==> config.mk <==
export PLATFORM = sky130hd
export DESIGN_NAME = shft_ser_ctrl_flat
export DESIGN_NICKNAME = d
export VERILOG_FILES = /design/src/rtl/shft_pkg.sv /design/src/rtl/shft_ser_ctrl_if.sv /design/src/rtl/shft_tick_div.sv /design/src/rtl/shft_ser_ctrl.sv /design/src/flat_wrapper.sv
export SDC_FILE = /design/constraint.sdc
export NUM_CORES = 1
export LEC_CHECK = 0
export CAP_MARGIN = 30
export CORE_ASPECT_RATIO = 0.7
export CORE_MARGIN = 2
export CORE_UTILIZATION = 43
export CTS_BUF_LIST = sky130_fd_sc_hd__clkbuf_16
export DETAILED_ROUTE_END_ITERATION = 10
export PLACE_DENSITY = 0.81
export SYNTH_ARGS = -nofsm -noshare
export SYNTH_HDL_FRONTEND = slang
export SYNTH_SLANG_ARGS = --single-unit
==> constraint.sdc <==
create_clock -name clk -period 1.85 [get_ports clk]
set_input_delay 0.185 -clock clk [delete_from_list [all_inputs] [get_ports clk]]
set_output_delay 0.185 -clock clk [all_outputs]
set_load 0.005 [all_outputs]
==> src/rtl/shft_pkg.sv <==
// ---------------------------------------------------------------------------
// shft_pkg
// Shared definitions for the serializer controller that drives the
// universal shift register datapath.
//   state_t        controller state encoding (IDLE/LOAD/SHIFT/DONE)
//   DIR_MSB_FIRST  direction code for left shift, MSB leaves first
//   DIR_LSB_FIRST  direction code for right shift, LSB leaves first
//   len_width()    width of the frame-length field for a given data width
// ---------------------------------------------------------------------------
package shft_pkg;

    typedef enum logic [1:0] {
        IDLE  = 2'd0,
        LOAD  = 2'd1,
        SHIFT = 2'd2,
        DONE  = 2'd3
    } state_t;

    localparam logic DIR_MSB_FIRST = 1'b0;
    localparam logic DIR_LSB_FIRST = 1'b1;

    // One extra bit over log2 so that a length of exactly W is representable.
    function automatic int len_width(input int w);
        return $clog2(w) + 1;
    endfunction

endpackage

==> src/rtl/shft_ser_ctrl_if.sv <==
// ---------------------------------------------------------------------------
// shft_ser_ctrl_if
// Upstream word handshake for the serializer controller.
//   in_valid  word offered by upstream
//   in_ready  controller can accept a word
//   in_data   W-bit word to serialize
//   in_dir    0 = MSB first, 1 = LSB first
//   in_len    number of bits to send (clamped to W by the controller)
//   in_div    bit period minus one, in clk cycles
// Modports: master = upstream producer, slave = controller.
// ---------------------------------------------------------------------------
interface shft_ser_ctrl_if
    import shft_pkg::*;
#(
    parameter  int W     = 8,
    parameter  int DIV_W = 8,
    localparam int CW    = len_width(W)
);

    logic             in_valid;
    logic             in_ready;
    logic [W-1:0]     in_data;
    logic             in_dir;
    logic [CW-1:0]    in_len;
    logic [DIV_W-1:0] in_div;

    modport master (
        output in_valid,
        output in_data,
        output in_dir,
        output in_len,
        output in_div,
        input  in_ready
    );

    modport slave (
        input  in_valid,
        input  in_data,
        input  in_dir,
        input  in_len,
        input  in_div,
        output in_ready
    );

endinterface

==> src/rtl/shft_tick_div.sv <==
// ---------------------------------------------------------------------------
// shft_tick_div
// Bit-period divider: a loadable down-counter that ticks when it reaches 0
// and then reloads from div, so each period lasts div+1 enabled cycles.
//   clk    clock, rising edge
//   reset  synchronous, active-high
//   load   preload the counter with div (frame start)
//   en     count this cycle
//   div    period minus one
//   tick   high on the enabled cycle where the counter is 0
// ---------------------------------------------------------------------------
module shft_tick_div #(
    parameter int DIV_W = 8
) (
    input  logic             clk,
    input  logic             reset,
    input  logic             load,
    input  logic             en,
    input  logic [DIV_W-1:0] div,
    output logic             tick
);

    logic [DIV_W-1:0] div_cnt;

    assign tick = en && (div_cnt == '0);

    // Reload on reaching 0 rather than wrapping, so an all-ones div gives a
    // 2^DIV_W period without ever needing a wider counter.
    always_ff @(posedge clk) begin
        if (reset) begin
            div_cnt <= '0;
        end else if (load) begin
            div_cnt <= div;
        end else if (en) begin
            if (div_cnt == '0) begin
                div_cnt <= div;
            end else begin
                div_cnt <= div_cnt - 1'b1;
            end
        end
    end

endmodule

==> src/rtl/shft_ser_ctrl.sv <==
// ---------------------------------------------------------------------------
// shft_ser_ctrl
// Serializer controller in front of a W-bit universal shift register.
// Takes a word over a valid/ready handshake, loads it into the register,
// then shifts it out one bit every div+1 cycles and pulses done at the end.
//   clk          clock, rising edge
//   reset        synchronous, active-high
//   up           upstream handshake (slave side of shft_ser_ctrl_if)
//   sr_en        shift register enable
//   sr_load_sel  shift register parallel-load select
//   sr_dir_sel   shift register direction (captured dir)
//   sr_p_in      parallel load value (captured data)
//   sr_q         shift register contents
//   ser_out      current serial bit
//   ser_valid    ser_out is meaningful
//   busy         frame in progress
//   done         one-cycle frame-complete pulse
// ---------------------------------------------------------------------------
module shft_ser_ctrl
    import shft_pkg::*;
#(
    parameter  int W     = 8,
    parameter  int DIV_W = 8,
    localparam int CW    = len_width(W)
) (
    input  logic                  clk,
    input  logic                  reset,
    shft_ser_ctrl_if.slave        up,
    output logic                  sr_en,
    output logic                  sr_load_sel,
    output logic                  sr_dir_sel,
    output logic [W-1:0]          sr_p_in,
    input  logic [W-1:0]          sr_q,
    output logic                  ser_out,
    output logic                  ser_valid,
    output logic                  busy,
    output logic                  done
);

    state_t           state;
    state_t           state_nxt;
    logic [W-1:0]     data_q;
    logic             dir_q;
    logic [CW-1:0]    len_q;
    logic [DIV_W-1:0] div_q;
    logic [CW-1:0]    bit_cnt;
    logic [CW-1:0]    len_clamped;
    logic             accept;
    logic             tick;
    logic             last_bit;
    logic             sr_q_unused;

    // Only the two end bits of the register are ever presented; the rest
    // are folded here so the full bus stays connected.
    assign sr_q_unused = ^sr_q;

    assign accept      = up.in_valid && up.in_ready;
    assign len_clamped = (up.in_len > CW'(W)) ? CW'(W) : up.in_len;
    assign last_bit    = (bit_cnt == (len_q - CW'(1)));

    shft_tick_div #(
        .DIV_W (DIV_W)
    ) u_tick_div (
        .clk   (clk),
        .reset (reset),
        .load  (state == LOAD),
        .en    (state == SHIFT),
        .div   (div_q),
        .tick  (tick)
    );

    // State register
    always_ff @(posedge clk) begin
        if (reset) begin
            state <= IDLE;
        end else begin
            state <= state_nxt;
        end
    end

    // Frame parameters are captured once on accept and frozen until the
    // next accept, so upstream changes mid-frame are invisible.
    always_ff @(posedge clk) begin
        if (reset) begin
            data_q <= '0;
            dir_q  <= 1'b0;
            len_q  <= '0;
            div_q  <= '0;
        end else if (accept) begin
            data_q <= up.in_data;
            dir_q  <= up.in_dir;
            len_q  <= len_clamped;
            div_q  <= up.in_div;
        end
    end

    // Bit counter: cleared during LOAD, advanced on each shift tick.
    always_ff @(posedge clk) begin
        if (reset) begin
            bit_cnt <= '0;
        end else if (state == LOAD) begin
            bit_cnt <= '0;
        end else if ((state == SHIFT) && tick && !last_bit) begin
            bit_cnt <= bit_cnt + CW'(1);
        end
    end

    // Next-state logic; a zero-length frame skips straight to DONE.
    always_comb begin
        state_nxt = state;
        case (state)
            IDLE: begin
                if (accept) begin
                    state_nxt = (len_clamped == '0) ? DONE : LOAD;
                end
            end
            LOAD:  state_nxt = SHIFT;
            SHIFT: begin
                if (tick && last_bit) begin
                    state_nxt = DONE;
                end
            end
            DONE:  state_nxt = IDLE;
            default: state_nxt = IDLE;
        endcase
    end

    // Output decode from registered state; ser_out is the only output that
    // follows sr_q combinationally. in_ready is forced low while in reset.
    always_comb begin
        up.in_ready = (state == IDLE) && !reset;
        sr_en       = 1'b0;
        sr_load_sel = 1'b0;
        sr_dir_sel  = dir_q;
        sr_p_in     = data_q;
        ser_out     = 1'b0;
        ser_valid   = 1'b0;
        busy        = (state != IDLE);
        done        = 1'b0;
        case (state)
            LOAD: begin
                sr_en       = 1'b1;
                sr_load_sel = 1'b1;
            end
            SHIFT: begin
                sr_en     = tick;
                ser_valid = 1'b1;
                ser_out   = (dir_q == DIR_MSB_FIRST) ? sr_q[W-1] : sr_q[0];
            end
            DONE: begin
                done = 1'b1;
            end
            default: begin
            end
        endcase
    end

endmodule
==> src/flat_wrapper.sv <==
// flat-port wrapper written by rule: the top's interface ports become plain ports
module shft_ser_ctrl_flat import shft_pkg::*;
#(
    parameter  int W     = 8,
    parameter  int DIV_W = 8,
    localparam int CW    = len_width(W)
)
  (clk, reset, sr_en, sr_load_sel, sr_dir_sel, sr_p_in, sr_q, ser_out, ser_valid, busy, done, up_in_valid, up_in_data, up_in_dir, up_in_len, up_in_div, up_in_ready);
  shft_ser_ctrl_if #(.W(W), .DIV_W(DIV_W)) up_i ();
  input  logic clk;
  input  logic reset;
  output logic sr_en;
  output logic sr_load_sel;
  output logic sr_dir_sel;
  output logic [W-1:0] sr_p_in;
  input  logic [W-1:0] sr_q;
  output logic ser_out;
  output logic ser_valid;
  output logic busy;
  output logic done;
  input wire logic [$bits(up_i.in_valid)-1:0] up_in_valid;
  input wire logic [$bits(up_i.in_data)-1:0] up_in_data;
  input wire logic [$bits(up_i.in_dir)-1:0] up_in_dir;
  input wire logic [$bits(up_i.in_len)-1:0] up_in_len;
  input wire logic [$bits(up_i.in_div)-1:0] up_in_div;
  output wire logic [$bits(up_i.in_ready)-1:0] up_in_ready;
  assign up_i.in_valid = up_in_valid;
  assign up_i.in_data = up_in_data;
  assign up_i.in_dir = up_in_dir;
  assign up_i.in_len = up_in_len;
  assign up_i.in_div = up_in_div;
  assign up_in_ready = up_i.in_ready;
  shft_ser_ctrl #(.W(W), .DIV_W(DIV_W)) u_core (.clk(clk), .reset(reset), .up(up_i), .sr_en(sr_en), .sr_load_sel(sr_load_sel), .sr_dir_sel(sr_dir_sel), .sr_p_in(sr_p_in), .sr_q(sr_q), .ser_out(ser_out), .ser_valid(ser_valid), .busy(busy), .done(done));
endmodule
==> impl_results.md <==
* Leakage Power at 0.00106 µW
* Worst path required time at 2.01 ns
* Slew HR at 69.5%
* Crit-path cells: inv_1 > ha_4 > xnor2_2 > nor3_4 > nand4b_1 > a221oi_2 > a311oi_2
* Sw Pwr at 1470 µW
* Filler Cells Inserted at 313
* Post-synthesis sequential area ratio at 38.4%
* CTS H-tree lvls at 2
* Mapped Cells at 217
* GRT overflow at 0
* Vias in the first global route at 1705
* DRC violations left at 0
* Critical Path Source: u_core.len_q[1]$_SDFFE_PP0P_
* Type of the most critical hold path: primary input to flop
* Synth-to-Final Area Change at 49.9%
* Critical R2R Launch: u_core.len_q[1]$_SDFFE_PP0P_
* EDFF count, synth at 0
* Rows at 19
* Worst Max-Slew Pin Slew at 0.454 ns
* Critical path endpoint category: flop
* Longest Clk Path Bufs at 2
* Sw frac at 34.2%
* Max cap viols at 0
* DR WL/cell at 13.6 µm
* Hold-fix buffers at CTS at 0
* I/O pin count at 48
* Pre-Repair DR Iteration Count at 6
* Synth Warn # at 0
* Worst setup path endpoint: u_core.state[1]$_SDFFE_PP0P_
* Via count at 1698
* Hold slack at 0.460 ns
* Fmax at 545 MHz
* Post-DRT Antenna Nets at 0
* Clock sink count at 35
* Crit-path slowest cell: dfxtp_1
* Largest net degree at the start of global routing at 35
* Share of layout cells above drive strength 1 at 22.7%
* Cell Int Power at 2820 µW
* Crit path kind: flop to flop
* Reg2reg path depth at 7
* Post-layout nets at 317
* Port Buffer Count at 41
* Syn nets at 258
* DPL Wire Length at 3.04 mm
* Final WL at 4.48 mm
* Clock power share at 25.5%
* CTS tree: done
* Diodes inserted at 0
* Setup TNS at 0 ns
* Worst VDD drop at 0.807 mV
* Register-to-register setup slack at 0.02 ns
* Worst-Skew Late Latency at 0.28 ns
* Gr usage total at 20.5%
* Initial antenna violation count at 0
* Unique masters post-synth at 42
* Core ar. at 0.00399 mm²
* Worst path max stage delay at 0.35 ns
* Gpl congestion at 0.752
* Avg Cell Area, Syn at 8.41 µm²
* Final period util at 99.1%
* Crit Path Max Fanout at 3
* Async set or reset register ratio after synthesis at 0%
* Worst Path Arrival at 1.99 ns
* Hold Vio Cnt, Final at 0
* Synth Register Bits at 35
* RR Endpoint: u_core.state[1]$_SDFFE_PP0P_
* Final Max Tran Viols at 0
* Most used DFF post-synth: dfxtp_1
* Clk root buf: clkbuf_16
* Clock slew at reported path FFs at 0.06 ns
* Combinational share of power at 50.4%
* Initial core utilization at 45.7%
* Die area at 0.00479 mm²
* RSZ-0062 raised after global routing: yes
* Global-route wire length before repair at 7.49 mm
* Average vias per placed instance at 5.16
* CTS Buf Count at 5
* Synth Cell Area at 0.00182 mm²
* Final clock skew at 0.00491 ns
* Die extent in y at 58.5 µm
* Status: finished, final reports clean
* DR iter-0 viols at 58
* Power density cells at 1570 mW/mm²
* Register share of total power at 24.1%
* Hold path depth at 3
* Critical path startpoint category: flop
* Min cycle time layout at 1.83 ns
* Die width at 81.9 µm
* Final setup vio count at 0
* HP Start: up_in_data[7]
[sequential cells by signal, indices dropped and copies added, names as in the netlist]
signal                     count
u_core.u_tick_div.div_cnt      8
u_core.div_q                   8
u_core.sr_dir_sel              1
u_core.state                   2
u_core.sr_p_in                 8
u_core.bit_cnt                 4
u_core.len_q                   4
[logic make-up (layout without fill, tap and decap cells)]
| logic type | Yosys count | in the layout | share of synthesized area [%] |
|---|---|---|---|
| AO/OA/AOI/OAI | 50 | 50 | 17.2 |
| XOR/XNOR | 7 | 7 | 4.25 |
| buffers and inverters | 21 | 81 | 4.32 |
| flip-flops | 35 | 35 | 38.4 |
| AND/OR/NAND/NOR | 90 | 90 | 26.7 |
| multiplexers | 5 | 5 | 2.95 |
| adder cells (fa/ha/maj) | 9 | 9 | 6.17 |
[repair_timing]
action	in CTS	in global routing
gates resized for setup	6	21
gates cloned	0	0
buffers inserted	1	5
setup endpoints to repair	4	13
pin swaps	1	7
hold endpoints to repair	0	0
[worst min path at each step]
stage / slack, ns / to
2_1_floorplan: 0.29 / u_core.div_q[3]$_SDFFE_PP0P_
3_3_place_gp: 0.46 / u_core.sr_p_in[3]$_SDFFE_PP0P_
3_5_place_dp: 0.47 / u_core.div_q[5]$_SDFFE_PP0P_
4_1_cts: 0.46 / u_core.sr_p_in[7]$_SDFFE_PP0P_
5_1_grt: 0.49 / u_core.len_q[3]$_SDFFE_PP0P_
6_report: 0.46 / u_core.sr_p_in[7]$_SDFFE_PP0P_
[power by group through the flow]
| stage | logic, µW | clock network, µW | registers (µW) |
|---|---|---|---|
| floorplan | 1140 | 0 | 1020 |
| global placement | 1780 | 0 | 1020 |
| detailed placement | 1830 | 0 | 1030 |
| CTS | 1910 | 1110 | 1020 |
| global route | 2380 | 1140 | 1050 |
| finish | 2160 | 1090 | 1040 |
[routing by layer]
layer	GRT usage [%]	wire length, µm
met5	0	0
met3	5.52	204
met2	32.8	2100
met4	11.4	90
met1	25.3	2080
[cell type report]
class	count	area [µm²]	area share, %
Clock inverter	3	67.6	2.47
Inverter	10	37.5	1.37
Sequential cell	35	704	25.8
Timing Repair Buffer	63	593	21.7
Tap cell	52	65.1	2.38
Clock buffer	5	125	4.57
Multi-Input combinational cell	161	1140	41.8
[cells in the mapped netlist (all sizes together), types with 3 or more instances]
| master | number | area share [%] |
|---|---|---|
| dfxtp | 35 | 38 |
| nand2 | 28 | 5.8 |
| o21ai | 23 | 6.3 |
| nand2b | 18 | 6.2 |
| nor2 | 15 | 3.1 |
| nor3 | 11 | 3.9 |
| a21oi | 10 | 3.2 |
| clkbuf | 10 | 2.1 |
| inv | 10 | 2.1 |
| ha | 9 | 6.2 |
| a22oi | 5 | 2.1 |
| xnor2 | 5 | 2.4 |
| nand3 | 4 | 1.1 |
| mux2 | 3 | 1.9 |
| nand3b | 3 | 1.2 |
[cell usage in the layout, fill, tap and decap left out, types with 5 or more instances in the layout]
| master | count |
|---|---|
| nor3_1 | 8 |
| nand2_1 | 27 |
| clkbuf_16 | 5 |
| clkdlybuf4s50_1 | 39 |
| nand2b_1 | 18 |
| o21ai_0 | 23 |
| buf_4 | 20 |
| dfxtp_1 | 32 |
| a21oi_1 | 8 |
| ha_1 | 5 |
| inv_1 | 6 |
| nor2_1 | 14 |
[critical path, delay by kind of cell, from the launching register on]
family	cells	cell delay, ns
AOI/OAI and AO/OA	2	0.40
DFF	1	0.35
buffers and inverters	1	0.08
adders and majority gates	1	0.22
and+or+nand+nor	2	0.50
xor gates and xnor gates	1	0.15
[metrics by stage]
| stage | total power (µW) | worst slack [ns] | utilization, % | area [µm²] | std cells |
|---|---|---|---|---|---|
| after floorplan | 2170 | 0.0592 | - | 1820 | 217 |
| after global placement | 2800 | 0.0180 | 60.0 | 2400 | 315 |
| after detailed placement | 2860 | -0.0294 | 60.0 | 2400 | 315 |
| after CTS | 4040 | -0.00111 | 65.5 | 2620 | 324 |
| after global routing | 4570 | -0.0483 | 68.5 | 2740 | 329 |
| final | 4290 | 0.0167 | 68.5 | 2740 | 329 |
No activity file was read; power rests on OpenSTA's default activity.
